File: src/rtl/divider8x4_seq.sv
// Iterative restoring divider: 8-bit unsigned dividend / 4-bit unsigned divisor,
// one quotient bit per clock, fixed 10-cycle throughput with start/ready/done handshake.
module divider8x4_seq (
   input  logic       clk,
   input  logic       reset,
   input  logic       start,
   input  logic [7:0] dividend,
   input  logic [3:0] divisor,
   output logic       ready,
   output logic       busy,
   output logic       done,
   output logic [7:0] quotient,
   output logic [3:0] remainder,
   output logic       div_by_zero
);

   localparam logic [1:0] S_IDLE = 2'd0;
   localparam logic [1:0] S_RUN  = 2'd1;
   localparam logic [1:0] S_DONE = 2'd2;

   logic [1:0] state;
   logic [7:0] dreg;
   logic [3:0] vreg;
   logic [4:0] rreg;
   logic [2:0] count;
   logic [3:0] dvd_lo;
   logic       zero_div;

   logic [4:0] trial;
   logic       qbit;
   logic [4:0] r_next;
   logic [7:0] d_next;

   // One restoring step: trial subtract of the divisor from the shifted partial remainder
   always_comb begin
      trial = {rreg[3:0], dreg[7]};
      if (trial >= {1'b0, vreg}) begin
         qbit   = 1'b1;
         r_next = trial - {1'b0, vreg};
      end else begin
         qbit   = 1'b0;
         r_next = trial;
      end
      d_next = {dreg[6:0], qbit};
   end

   // Handshake flags are pure state decodes, so exactly one is high per cycle
   always_comb begin
      ready = (state == S_IDLE);
      busy  = (state == S_RUN);
      done  = (state == S_DONE);
   end

   // Control FSM, iteration datapath and result registers
   always_ff @(posedge clk or posedge reset) begin
      if (reset) begin
         state       <= S_IDLE;
         dreg        <= 8'h00;
         vreg        <= 4'h0;
         rreg        <= 5'h00;
         count       <= 3'd0;
         dvd_lo      <= 4'h0;
         zero_div    <= 1'b0;
         quotient    <= 8'h00;
         remainder   <= 4'h0;
         div_by_zero <= 1'b0;
      end else begin
         case (state)
            S_IDLE: begin
               if (start) begin
                  dreg     <= dividend;
                  vreg     <= divisor;
                  rreg     <= 5'h00;
                  count    <= 3'd7;
                  dvd_lo   <= dividend[3:0];
                  zero_div <= (divisor == 4'h0);
                  state    <= S_RUN;
               end else begin
                  state    <= S_IDLE;
               end
            end
            S_RUN: begin
               dreg <= d_next;
               rreg <= r_next;
               // Results are loaded on the last step so they are valid while done is high
               if (count == 3'd0) begin
                  state       <= S_DONE;
                  div_by_zero <= zero_div;
                  if (zero_div) begin
                     quotient  <= 8'hFF;
                     remainder <= dvd_lo;
                  end else begin
                     quotient  <= d_next;
                     remainder <= r_next[3:0];
                  end
               end else begin
                  count <= count - 3'd1;
               end
            end
            S_DONE: begin
               state <= S_IDLE;
            end
            default: begin
               state <= S_IDLE;
            end
         endcase
      end
   end

endmodule

File: config.mk
export PLATFORM = sky130hd
export DESIGN_NAME = divider8x4_seq
export DESIGN_NICKNAME = d
export VERILOG_FILES = /design/src/rtl/divider8x4_seq.sv
export SDC_FILE = /design/constraint.sdc
export NUM_CORES = 1
export LEC_CHECK = 0
export BUFFER_PORTS_ARGS = -buffer_cell sky130_fd_sc_hd__buf_4
export CORE_MARGIN = 1
export CORE_UTILIZATION = 41
export CTS_CLUSTER_SIZE = 14
export DETAILED_ROUTE_END_ITERATION = 6
export HOLD_SLACK_MARGIN = 0.05
export MAX_ROUTING_LAYER = met4
export PLACE_DENSITY = 0.76
export SLEW_MARGIN = 20
export SYNTH_ARGS = -nofsm -noshare
export SYNTH_HDL_FRONTEND = slang
export SYNTH_SLANG_ARGS = --single-unit
File: constraint.sdc
create_clock -name clk -period 1.55 [get_ports clk]
set_clock_uncertainty 0.1 [all_clocks]
set_input_delay 0.155 -clock clk [delete_from_list [all_inputs] [get_ports clk]]
set_output_delay 0.155 -clock clk [all_outputs]
set_load 0.005 [all_outputs]
==> results.yml <==
status:
  outcome: "complete, but fails checks"
  violations: "setup timing"
routing:
  avgViaCountPerCell: 5.10
  first_iter_violations: 123
  via_count: 1648
  wl_per_cell_um: 15.1
  drc_errors: 0
  ant_nets: 0
  wl_um: 4880
  first_pass_iters: 4
worst_setup_path:
  cp-start-kind: "flop"
  required_ns: 1.62
  slowest_delay_ns: 0.41
  rr_worst_depth: 6
  startpoint: "rreg[0]$_DFFE_PP0P_"
  worstPathMaxFanout: 3
  cp-end-kind: "flop"
  cp_common_cell: "buf_4"
  r2r-start: "rreg[0]$_DFFE_PP0P_"
  setup.worst_path.class: "flop to flop"
  crit_slowest_cell: "dfrtp_1"
  reg2reg_to: "remainder[2]$_DFFE_PP0P_"
  critical_path_arrival_ns: 1.77
  cp_cell_sequence: "buf_4, buf_4, fa_2, xor2_1, mux2i_2, o211ai_1"
  r2r_setup_slack_ns: -0.15
sta:
  drv_slew: 0
  post-route-period-util: 1.09
  fmax_mhz: 589
  tightest_slew_ns: 0.486
  rsz0062_at_grt: "true"
  setup_viol: 10
  slew_headroom: 0.676
  finalHoldViolations: 0
  fin_ws_ns: -0.147
  period_needed_ns: 1.70
global_route:
  grt_first_pass_wirelength_um: 7450
  overflow: 0
  grt_max_degree: 40
  grt_usage: 0.232
  antenna_found_initial: 0
  grt_pass1_vias: 1580
floorplan:
  num_io_pins: 31
  rows: 23
  die_w_um: 68.3
  initial_core_util: 0.438
  die-area_mm2: 0.00466
  die_h_um: 68.3
  core_area_mm2: 0.00412
yosys:
  synth_area_per_cell_um2: 9.43
  yosysWarnings: 0
  synthTopCellsByArea: "dfrtp_1 54%, nand2_1 11%, o21ai_0 4.7%, ha_1 4.2%, a22oi_1 2.9%"
  ys_async_sr_fraction: 1.00
  synthCells: 191
  yosysTopAreaCellShare: 0.542
  yosysUniqueCellTypes: 35
  seq_area_frac_synth: 0.542
  ys_seq_elements: 39
  synth_top_cell_by_area: "dfrtp_1"
  synth_edf_count: 0
  synth_ff_type: "dfrtp_1"
  synth_area_mm2: 0.00180
  synthesis.nets: 213
final_layout:
  stdcell_count: 323
  area_delta_synth_final_pct: 53.0
  n_antenna_cell: 0
  fill_cells: 290
  utilization: 0.670
  nets: 294
  drive_above_1_share: 0.396
clock_network:
  cts_num_sinks: 39
  htree_levels: 2
  clk_latency_ns: 0.31
  cts_buffers: 5
  clk_pin_slew_ns: 0.07
  cts_tree: "yes"
  cts_buffer_depth: 2
  cts_root_buffer: "clkbuf_8"
pwr:
  power_density_mw_per_mm2: 2400
  power.total_uw: 6620
  p_leak_uw: 0.00135
  max-vdd-ir-drop_mv: 1.04
placement:
  place_congestion: 0.862
  dp.cells: 288
  hpwl_um: 2950
  dp_slack_ns: -0.267
  numPortBuffers: 30
min_path:
  hold_path_startpoint: "start"
  hold_path_class: "input pin to flop"
  min_to: "state[0]$_DFFE_PP0P_"
  min_path_cells: 3
flow_run:
  maxCapViolations: 0
==> worst max-delay path: cells and delay by family (launching register included) <==
kind | cells | cell delay [ns]
DFF | 1 | 0.41
adders and majority gates | 1 | 0.33
buffers and inverters | 2 | 0.28
muxes | 1 | 0.18
xor gates and xnor gates | 1 | 0.15
AOI/OAI and AO/OA | 1 | 0.11
==> synth_stat cells, types with 2 or more instances <==
cell type and instances:
nor2b_1 2, nand3b_1 2, a31oi_1 2, mux2i_1 2, o21ai_1 2, nand2b_1 3, ha_1 6, buf_4 2
nor2_1 7, o211ai_1 2, buf_2 2, o21ai_0 17, a21oi_1 6, xor2_1 2, inv_2 2, nand2_1 55
clkbuf_1 4, inv_1 7, dfrtp_1 39, nand3_1 5, nor3_1 2, a22oi_1 7
==> report_power, final <==
group | internal [uW] | total, uW | switching [uW]
logic | 2110 | 3920 | 1810
registers | 1510 | 1840 | 336
clock network | 479 | 854 | 375
total | 4090 | 6620 | 2530
==> cells in the final DEF, fill, tap and decap left out, types with 4 or more instances in the layout <==
cell type,instances
inv_2,4
nand2_1,53
nor2_1,7
buf_4,65
nand3_1,5
buf_6,4
a22oi_1,7
inv_1,4
clkbuf_8,5
dlygate4sd3_1,13
o21ai_2,5
a21oi_1,4
o21ai_0,12
ha_4,4
dfrtp_1,39
==> routing by layer <==
layer | GRT usage | share of wire
met5 | - | 0
met2 | 0.352 | 0.49
met1 | 0.295 | 0.44
met4 | 0.0911 | 0.017
met3 | 0.0600 | 0.056
==> registers in the layout, indices dropped and copies added (netlist names) <==
name,cells
count,3
div_by_zero,1
dreg,8
dvd_lo,4
quotient,8
remainder,4
rreg,4
state,2
vreg,4
zero_div,1
==> per-stage QoR <==
stage | cell area [um^2] | setup TNS, ns | hold slack, ns
3_5_place_dp | 2240 | -1.79 | 0.210
5_1_grt | 2760 | -1.79 | 0.0914
2_1_floorplan | 1810 | -0.597 | 0.160
4_1_cts | 2660 | -0.863 | 0.141
6_report | 2760 | -1.06 | 0.0723
3_3_place_gp | 2240 | -1.36 | 0.203
==> kinds of logic after synthesis <==
kind of cell | after synthesis | share of synthesized area
simple gates | 81 | 0.193
compound gates | 40 | 0.134
flops | 39 | 0.542
buf+inv | 19 | 0.0493
fa+ha+maj | 7 | 0.0528
mux | 3 | 0.0195
xor+xnor | 2 | 0.00973
==> worst max-delay path by stage <==
stage	to	slack, ns	cells after the start
finish	remainder[2]$_DFFE_PP0P_	-0.15	6
CTS	remainder[0]$_DFFE_PP0P_	-0.13	5
detailed placement	remainder[1]$_DFFE_PP0P_	-0.27	5
floorplan	remainder[0]$_DFFE_PP0P_	-0.12	6
global placement	remainder[1]$_DFFE_PP0P_	-0.25	5
global route	remainder[2]$_DFFE_PP0P_	-0.24	8
==> final cells by class <==
cell class / instances / area (um^2) / area share
sequential: 39 / 976 / 0.354
clock inverter: 3 / 43.8 / 0.0159
timing repair buffer: 83 / 668 / 0.243
inverter: 10 / 47.5 / 0.0173
tap: 50 / 62.6 / 0.0227
clock buffer: 5 / 68.8 / 0.0250
multi-input combinational: 133 / 888 / 0.322
==> repair_timing <==
| item | 4_1_cts | 5_1_grt |
|---|---|---|
| endpoints found under the hold margin | 55 | 0 |
| hold buffers | 13 | 0 |
| pin swaps | 11 | 5 |
| endpoints found under the setup margin | 18 | 20 |
| resized for setup | 30 | 11 |
| setup buffers | 6 | 8 |
Power figures use the tool's default switching activity.
